**config.mk**
```make
export PLATFORM = sky130hd
export DESIGN_NAME = serial_add_shifter_flat
export DESIGN_NICKNAME = d
export VERILOG_FILES = /design/src/rtl/serial_add_shifter_if.sv /design/src/rtl/serial_add_shifter.sv /design/src/flat_wrapper.sv
export SDC_FILE = /design/constraint.sdc
export NUM_CORES = 1
export LEC_CHECK = 0
export ABC_AREA = 1
export CAP_MARGIN = 30
export CORE_MARGIN = 1
export CORE_UTILIZATION = 48
export CTS_CLUSTER_DIAMETER = 150
export DETAILED_ROUTE_END_ITERATION = 6
export PLACE_DENSITY = 0.81
export REMOVE_ABC_BUFFERS = 1
export SLEW_MARGIN = 20
export SYNTH_ARGS = -nofsm -noshare
export SYNTH_HDL_FRONTEND = slang
export SYNTH_SLANG_ARGS = --single-unit
```
**constraint.sdc**
```tcl
create_clock -name clk_i -period 1.69 [get_ports clk_i]
set_input_delay 0.2535 -clock clk_i [delete_from_list [all_inputs] [get_ports clk_i]]
set_output_delay 0.2535 -clock clk_i [all_outputs]
set_load 0.005 [all_outputs]
```
**src/rtl/serial_add_shifter_if.sv**
```systemverilog
// ============================================================================
// Module      : serial_add_shifter_if
// Description : Bundles the host-side handshake (start/opa/opb/busy/sum/done/
//               mismatch) and the adder-side serial pins (a/b/s_in) of the
//               serial adder front-end.
// Ports       : start, opa[N-1:0], opb[N-1:0]  host request and operands
//               a, b                           serial operand bits to adder
//               s_in                           serial sum bit from adder
//               busy, done, sum[N:0], mismatch host status and result
// Modports    : slave  - the serial_add_shifter block
//               master - the environment (host and serial adder)
// Revision    : 1.0 - initial release
// ============================================================================
`default_nettype none

interface serial_add_shifter_if #(
  parameter int N = 8
);
  logic         start;
  logic [N-1:0] opa;
  logic [N-1:0] opb;
  logic         a;
  logic         b;
  logic         s_in;
  logic         busy;
  logic [N:0]   sum;
  logic         done;
  logic         mismatch;

  modport slave (
    input  start, opa, opb, s_in,
    output a, b, busy, sum, done, mismatch
  );

  modport master (
    output start, opa, opb, s_in,
    input  a, b, busy, sum, done, mismatch
  );
endinterface

`default_nettype wire

```
**src/rtl/serial_add_shifter.sv**
```systemverilog
// ============================================================================
// Module      : serial_add_shifter
// Description : Front-end and collector for a two-state serial adder. Takes
//               two N-bit operands on a start strobe, drives them LSB-first
//               on a/b followed by one 0/0 flush pair, and reassembles the
//               returned serial sum into an (N+1)-bit result with a one-cycle
//               done pulse.
// Parameters  : N       - operand width (2..32)
//               SUM_LAT - 0: adder sum is combinational, 1: adder sum is
//                         registered (adds a DRAIN cycle)
// Ports       : clk_i   - clock, all logic on rising edge
//               rst_ni  - asynchronous active-low reset
//               bus     - serial_add_shifter_if.slave (see interface file)
// Options     : define SERIAL_ADD_SELFCHECK_EN to latch opa+opb on accept and
//               compare it with the collected sum at completion (mismatch).
//               Without it mismatch is tied low.
// Revision    : 1.0 - initial release
// ============================================================================
`default_nettype none

module serial_add_shifter #(
  parameter int N       = 8,
  parameter int SUM_LAT = 1
) (
  input  wire logic             clk_i,
  input  wire logic             rst_ni,
  serial_add_shifter_if.slave   bus
);

  // Counts edges since acceptance; reaches N+SUM_LAT on the final capture.
  localparam int CNT_W = $clog2(N + 2 + SUM_LAT);
  localparam logic [CNT_W-1:0] C_LAST_CNT  = CNT_W'(N + SUM_LAT);
  localparam logic [CNT_W-1:0] C_SHIFT_END = CNT_W'(N);

  typedef enum logic [1:0] {
    S_IDLE  = 2'd0,
    S_SHIFT = 2'd1,
    S_DRAIN = 2'd2
  } state_e;

  state_e           state_q, state_d;
  logic [N-1:0]     sra_q, sra_d;
  logic [N-1:0]     srb_q, srb_d;
  logic [CNT_W-1:0] cnt_q, cnt_d;
  logic [N:0]       cap_q, cap_d;
  logic [N:0]       sum_q, sum_d;
  logic             done_q, done_d;

  logic             busy;
  logic             accept;
  logic             finish;
  logic             cap_en;
  logic [N:0]       cap_next;

  assign busy     = (state_q != S_IDLE);
  assign accept   = (state_q == S_IDLE) && bus.start;
  assign finish   = busy && (cnt_q == C_LAST_CNT);
  // With a registered adder the first edge after accept has no valid s_in.
  assign cap_en   = (SUM_LAT == 0) || (cnt_q != '0);
  assign cap_next = {bus.s_in, cap_q[N:1]};

  // ---------------------------------------------------------------------------
  // State and datapath registers
  // ---------------------------------------------------------------------------
  always_ff @(posedge clk_i or negedge rst_ni) begin
    if (!rst_ni) begin
      state_q <= S_IDLE;
      sra_q   <= '0;
      srb_q   <= '0;
      cnt_q   <= '0;
      cap_q   <= '0;
      sum_q   <= '0;
      done_q  <= 1'b0;
    end else begin
      state_q <= state_d;
      sra_q   <= sra_d;
      srb_q   <= srb_d;
      cnt_q   <= cnt_d;
      cap_q   <= cap_d;
      sum_q   <= sum_d;
      done_q  <= done_d;
    end
  end

  // ---------------------------------------------------------------------------
  // Next-state and datapath control
  // ---------------------------------------------------------------------------
  always_comb begin
    state_d = state_q;
    sra_d   = sra_q;
    srb_d   = srb_q;
    cnt_d   = cnt_q;
    cap_d   = cap_q;
    sum_d   = sum_q;
    done_d  = 1'b0;

    case (state_q)
      S_IDLE: begin
        if (bus.start) begin
          sra_d   = bus.opa;
          srb_d   = bus.opb;
          cnt_d   = '0;
          cap_d   = '0;
          state_d = S_SHIFT;
        end
      end

      S_SHIFT, S_DRAIN: begin
        cnt_d = cnt_q + 1'b1;
        // Zero fill makes the (N+1)th presentation the 0/0 flush pair and
        // leaves a/b at zero through DRAIN.
        if (state_q == S_SHIFT) begin
          sra_d = {1'b0, sra_q[N-1:1]};
          srb_d = {1'b0, srb_q[N-1:1]};
        end
        if (cap_en) begin
          cap_d = cap_next;
        end
        if (cnt_q == C_LAST_CNT) begin
          // Take the final bit straight from s_in so sum updates atomically.
          sum_d   = cap_next;
          done_d  = 1'b1;
          state_d = S_IDLE;
        end else if ((state_q == S_SHIFT) && (cnt_q == C_SHIFT_END)) begin
          state_d = S_DRAIN;
        end
      end

      default: begin
        state_d = S_IDLE;
      end
    endcase
  end

  // ---------------------------------------------------------------------------
  // Outputs
  // ---------------------------------------------------------------------------
  assign bus.a    = busy & sra_q[0];
  assign bus.b    = busy & srb_q[0];
  assign bus.busy = busy;
  assign bus.sum  = sum_q;
  assign bus.done = done_q;

`ifdef SERIAL_ADD_SELFCHECK_EN
  logic [N:0] ref_q;
  logic       mismatch_q;

  always_ff @(posedge clk_i or negedge rst_ni) begin
    if (!rst_ni) begin
      ref_q      <= '0;
      mismatch_q <= 1'b0;
    end else begin
      if (accept) begin
        ref_q <= {1'b0, bus.opa} + {1'b0, bus.opb};
      end
      if (finish) begin
        mismatch_q <= (cap_next != ref_q);
      end
    end
  end

  assign bus.mismatch = mismatch_q;
`else
  logic unused_selfcheck;
  assign unused_selfcheck = accept ^ finish;
  assign bus.mismatch     = 1'b0;
`endif

endmodule

`default_nettype wire
```
**src/flat_wrapper.sv**
```systemverilog
// flat-port wrapper written by rule: the top's interface ports become plain ports
module serial_add_shifter_flat 
#(
  parameter int N       = 8,
  parameter int SUM_LAT = 1
)
  (clk_i, rst_ni, bus_start, bus_opa, bus_opb, bus_s_in, bus_a, bus_b, bus_busy, bus_sum, bus_done, bus_mismatch);
  serial_add_shifter_if #(.N(N)) bus_i ();
  input  wire logic clk_i;
  input  wire logic rst_ni;
  input wire logic [$bits(bus_i.start)-1:0] bus_start;
  input wire logic [$bits(bus_i.opa)-1:0] bus_opa;
  input wire logic [$bits(bus_i.opb)-1:0] bus_opb;
  input wire logic [$bits(bus_i.s_in)-1:0] bus_s_in;
  output wire logic [$bits(bus_i.a)-1:0] bus_a;
  output wire logic [$bits(bus_i.b)-1:0] bus_b;
  output wire logic [$bits(bus_i.busy)-1:0] bus_busy;
  output wire logic [$bits(bus_i.sum)-1:0] bus_sum;
  output wire logic [$bits(bus_i.done)-1:0] bus_done;
  output wire logic [$bits(bus_i.mismatch)-1:0] bus_mismatch;
  assign bus_i.start = bus_start;
  assign bus_i.opa = bus_opa;
  assign bus_i.opb = bus_opb;
  assign bus_i.s_in = bus_s_in;
  assign bus_a = bus_i.a;
  assign bus_b = bus_i.b;
  assign bus_busy = bus_i.busy;
  assign bus_sum = bus_i.sum;
  assign bus_done = bus_i.done;
  assign bus_mismatch = bus_i.mismatch;
  serial_add_shifter #(.N(N), .SUM_LAT(SUM_LAT)) u_core (.clk_i(clk_i), .rst_ni(rst_ni), .bus(bus_i));
endmodule
```
# Word level (Yosys, flattened, before mapping)
# Cells that the tools add are included.
[classes] reduce_logical=11 n_addsub=1 n_eq_ne=8 bitwise_logic=2 mux=17
[ops] operator="$mux 8" count=4
[ops] operator="$pmux 8 s2" count=2
[ops] operator="$mux 9" count=2
[ops] operator="$pmux 9 s2" count=1
[ops] operator="$eq 4x4->1 const B" count=2
[ops] operator="$pmux 4 s2" count=1
[ops] operator="$mux 2" count=3
[ops] operator="$reduce_and 2->1" count=3
[ops] operator="$reduce_and 3->1" count=2
[ops] operator="$add 4x1->4 const B" count=1
[ops] operator="$mux 4" count=1
[ops] operator="$ne 2x1->1 const B" count=2
[ops] operator="$pmux 2 s2" count=1
[ops] operator="$reduce_bool 2->1" count=2
[ops] operator="$reduce_bool 4->1" count=1
[ops] operator="$ne 3x1->1 const B" count=1
[ops] operator="$and 1x1->1" count=2
[ops] operator="$eq 2x1->1 const B" count=1
[ops] operator="$eq 2x2->1 const B" count=1
[ops] operator="$logic_not 2->1" count=1
[ops] operator="$mux 1" count=2
[ops] operator="$ne 2x2->1 const B" count=1
[ops] operator="$reduce_or 2->1" count=1
[ops] operator="$logic_and 1x1->1" count=1
[word_totals] register_bits=41 inputBits=20

# Logic depth before layout (Yosys ltp)
[depth] word_depth=5 mapped_depth=9 ltp_nobuf=9

# Least setup slack after synthesis
# Ideal clock, no wire load.
[synth_path] path_type="reg-to-reg" startpoint="register u_core.state_q[0]" endpoint="register u_core.sra_q[1]" setup_time_ns=0.123 arrival_ns=1.460 stages_incl_launch_ff=9 path_buffers=2 slack_ns=0.106 t_required_ns=1.567 cell_sequence="dfrtp_1 -> inv_1 -> ha_1 -> buf_6 -> nor2_2 -> nor2_8 -> o21ai_4 -> buf_12 -> o21ai_2"
[synth_via] elab_chain_cells=4 word_cells_on_any_way=9
[synth_lines] item="start, declared" line_no="serial_add_shifter.sv:41" rtl="state_e state_q, state_d;"
[synth_lines] item="start signal, assigned" line_no="serial_add_shifter.sv:75" rtl="state_q <= state_d;"
[synth_lines] item="$eq 2x2->1 or $eq 2x1->1 (tied branches)" line_no="serial_add_shifter.sv:97, serial_add_shifter.sv:112"
[synth_lines] item="$reduce_or 2->1" line_no="serial_add_shifter.sv:97" rtl="case (state_q)"
[synth_lines] item="$ne 2x1->1 (no line) or $reduce_bool 2->1 (tied branches)"
[synth_lines] item="$reduce_and 3->1 (no line)"
[synth_lines] item="end signal, assigned" line_no="serial_add_shifter.sv:76" rtl="sra_q <= sra_d;"
[synth_lines] item="end, declared" line_no="serial_add_shifter.sv:42" rtl="logic [N-1:0] sra_q, sra_d;"
# Several ways; a longest one is shown, not always the timed one.
# A chain may end at the register's enable or synchronous reset.

# Worst setup path after layout
# Ends and elaborated chain as after synthesis.

==> results.yml <==
status:
  run_status: "finished, final reports clean"
synthesis:
  synth_edf_count: 0
  synthTopCellsByCount: "51 x sky130_fd_sc_hd__nand2_1, 40 x sky130_fd_sc_hd__dfrtp_1, 22 x sky130_fd_sc_hd__o21ai_2"
  synth_area_leader_cell: "sky130_fd_sc_hd__dfrtp_1"
  netlist-cell-type-count: 24
  fraction_of_the_yosys_area_taken_by_sequential_cells_pct: 47.6
  synth.top_cells.by_area: "sky130_fd_sc_hd__dfrtp_1 48%, sky130_fd_sc_hd__o21ai_2 9.2%, sky130_fd_sc_hd__nand2_1 9.1%"
  synth_largest_type_area_fraction_pct: 47.6
  synth.yosys.warnings: 0
  yosys.cell_count.top_type: "sky130_fd_sc_hd__nand2_1"
  synth_seq_cells: 40
  synthCells: 217
  yosys_most_used_dff: "sky130_fd_sc_hd__dfrtp_1"
  synth.avg_cell_area_um2: 9.68
  async_flop_share_pct: 100
  synth.cell_area_um2: 2100
global_route:
  globalRouteTotalUtil_pct: 19.2
  vias_in_the_first_global_route: 1493
  wire_length_of_the_first_global_routing_pass_um: 6570
  grt_overflow_total: 0
  maximum_number_of_pins_on_one_net_before_global_route_repair: 21
  grt_antenna_before_repair: 0
worst_setup_path:
  setup.worst_path.start: "u_core.state_q[0]"
  worst_setup_path_start_kind: "register"
  cp_max_fo: 16
  cp-endpoint: "u_core.sra_q[1]"
  crit_arrival_ns: 1.79
  worst-setup-path-type: "reg2reg"
  cp_data_required_time_ns: 1.91
  rr_startpoint: "u_core.state_q[0]"
  regToRegSetupSlack_ns: 0.12
  worst_r2r_endpoint: "u_core.sra_q[1]"
  rr_worst_depth: 8
  crit_path_end_kind: "register"
placement:
  place_congestion: 0.742
  dpl.cell_count: 299
  port-buffer-count: 32
  dpl-instance-area_um2: 2470
  hpwl_after_detailed_placement_um: 2720
sta:
  min_period_over_period_pct: 92.8
  setup_violations: 0
  worst_clock_skew_ns: 0.00651
  setup_repair_after_global_routing_missed_its_margin: "false"
  peak_freq_mhz: 638
  drv_slew: 0
  final-hold-violation-count: 0
  final.min_clock_period_ns: 1.57
power:
  total_power_per_unit_cell_area_nw_per_um2: 2020
  finalPower_mw: 5.28
  max-vdd-ir-drop_mv: 1.10
  leakage_power_figure_nw: 1.23
floorplan:
  fp.dieW_um: 68.2
  number_of_cell_rows: 23
  initial_core_util_pct: 51.4
  fp.dieH_um: 68.2
  num_io_pins: 34
  die_footprint_um2: 4650
  fp.coreArea_um2: 4090
layout:
  final_layout_size_suffix_gt1_share_pct: 33.0
  instances_no_fill: 311
  area.growth.synth_to_final_pct: 24.5
  fin_nets: 286
  postLayoutCellArea_um2: 2620
  num_antenna_cells: 0
clock_network:
  cts.sink_count: 40
  cts_tree: "done"
  clock_buffer_count_from_cts: 5
  cts-root-to-sink-buffers: 2
  clockRootBuffer: "sky130_fd_sc_hd__clkbuf_8"
  path_clk_slew_ns: 0.08
  htree_num_levels: 2
  clock_latency_ns: 0.29
routing:
  drc_errors: 0
  firstDrtPassIters: 4
  first_iter_violations: 98
  routedWlPerCell_um: 11.9
  number_of_vias_in_the_routed_layout: 1565
  detail-route-antenna-nets: 0
  post_drt_via_cell_ratio: 5.03
  total_wire_length_um: 3710
worst_hold_path:
  type_of_the_worst_min_delay_path: "in2async"
run:
  maxCapViolCount: 0
final cells by class:
| class | instances | area (um^2) |
|---|---|---|
| sequential | 40 | 1000 |
| fill | 336 | 1470 |
| clock inverter | 2 | 15.0 |
| timing repair buffer | 45 | 453 |
| inverter | 13 | 51.3 |
| tap | 50 | 62.6 |
| clock buffer | 6 | 82.6 |
| multi-input combinational | 155 | 951 |
worst max-delay path: stages (launching register included):
cell and delay (ns):
sky130_fd_sc_hd__dfrtp_1 0.38, sky130_fd_sc_hd__inv_1 0.13, sky130_fd_sc_hd__ha_4 0.24, sky130_fd_sc_hd__nor2_2 0.24
sky130_fd_sc_hd__nor2_8 0.10, sky130_fd_sc_hd__o21ai_4 0.10, sky130_fd_sc_hd__buf_12 0.19, sky130_fd_sc_hd__nand2_2 0.06
sky130_fd_sc_hd__o21ai_2 0.05
logic make-up (layout without fill, tap and decap cells):
group	Yosys count	after routing	share of synthesized area [%]
DFF	40	40	47.6
buffers and inverters	22	66	7.68
xor gates and xnor gates	1	1	0.417
AOI/OAI and AO/OA	43	43	15.2
adders and majority gates	6	6	3.57
and+or+nand+nor	104	104	25.3
other	1	1	0.179
per-stage QoR:
stage / hold WS [ns] / setup TNS, ns / setup WS [ns] / util (%)
final: 0.424 / 0 / 0.122 / 64.0
after global routing: 0.467 / 0 / 0.0335 / 64.0
after CTS: 0.438 / 0 / 0.110 / 63.9
after detailed placement: 0.217 / 0 / 0.0204 / 60.5
after global placement: 0.217 / 0 / 0.0623 / 60.5
after floorplan: -0.0421 / -10.50 / -0.576 / -
routing by layer:
layer,global-route usage (%),share of wire [%],vias up
met5,0,0,-
met4,5.99,1.3,0
met3,4.83,3.8,5
met2,31.3,50,32
met1,25.0,45,747
li1,-,-,781
power breakdown:
part / internal [mW] / total [mW] / switching, mW / leakage [nW]
clock network: 0.330 / 0.663 / 0.333 / 0.0434
logic: 1.40 / 3.10 / 1.71 / 0.664
registers: 1.29 / 1.51 / 0.224 / 0.519
total: 3.02 / 5.28 / 2.26 / 1.23
worst min path at each step:
| stage | startpoint | endpoint | slack [ns] | depth (start not counted) |
|---|---|---|---|---|
| 2_1_floorplan | rst_ni | u_core.bus.done | -0.04 | 0 |
| 3_3_place_gp | rst_ni | u_core.srb_q[5] | 0.22 | 1 |
| 3_5_place_dp | rst_ni | u_core.srb_q[5] | 0.22 | 1 |
| 4_1_cts | rst_ni | u_core.sra_q[6] | 0.44 | 2 |
| 5_1_grt | rst_ni | u_core.cap_q[7] | 0.47 | 2 |
| 6_report | rst_ni | u_core.cnt_q[1] | 0.42 | 2 |
flip-flops by register name, indices dropped and copies added, names as in the netlist:
| register | cells |
|---|---|
| u_core.cnt_q | 4 |
| u_core.cap_q | 8 |
| u_core.state_q | 2 |
| u_core.sra_q | 8 |
| u_core.bus.sum | 9 |
| u_core.srb_q | 8 |
| u_core.bus.done | 1 |
what timing repair did:
item,in CTS,in global routing
hold buffers,1,0
gates resized for setup,6,1
setup endpoints to repair,3,2
setup buffers,3,0
pin swaps,0,0
hold endpoints to repair,18,0
placed cells by master (no fill, tap or decap), drive strengths merged:
cell,synthesis,layout
nor2,8,8
nand4,2,2
clkinvlp,0,2
dlygate4sd2,0,3
conb,1,1
buf,8,13
ha,6,6
or2,15,15
clkbuf,1,6
a21oi,1,1
o21ai,42,42
dlygate4sd3,0,1
xor2,1,1
nand2,69,69
nand3,10,10
inv,13,13
dfrtp,40,40
clkdlybuf4s50,0,28
No activity file was read; power rests on OpenSTA's default activity.
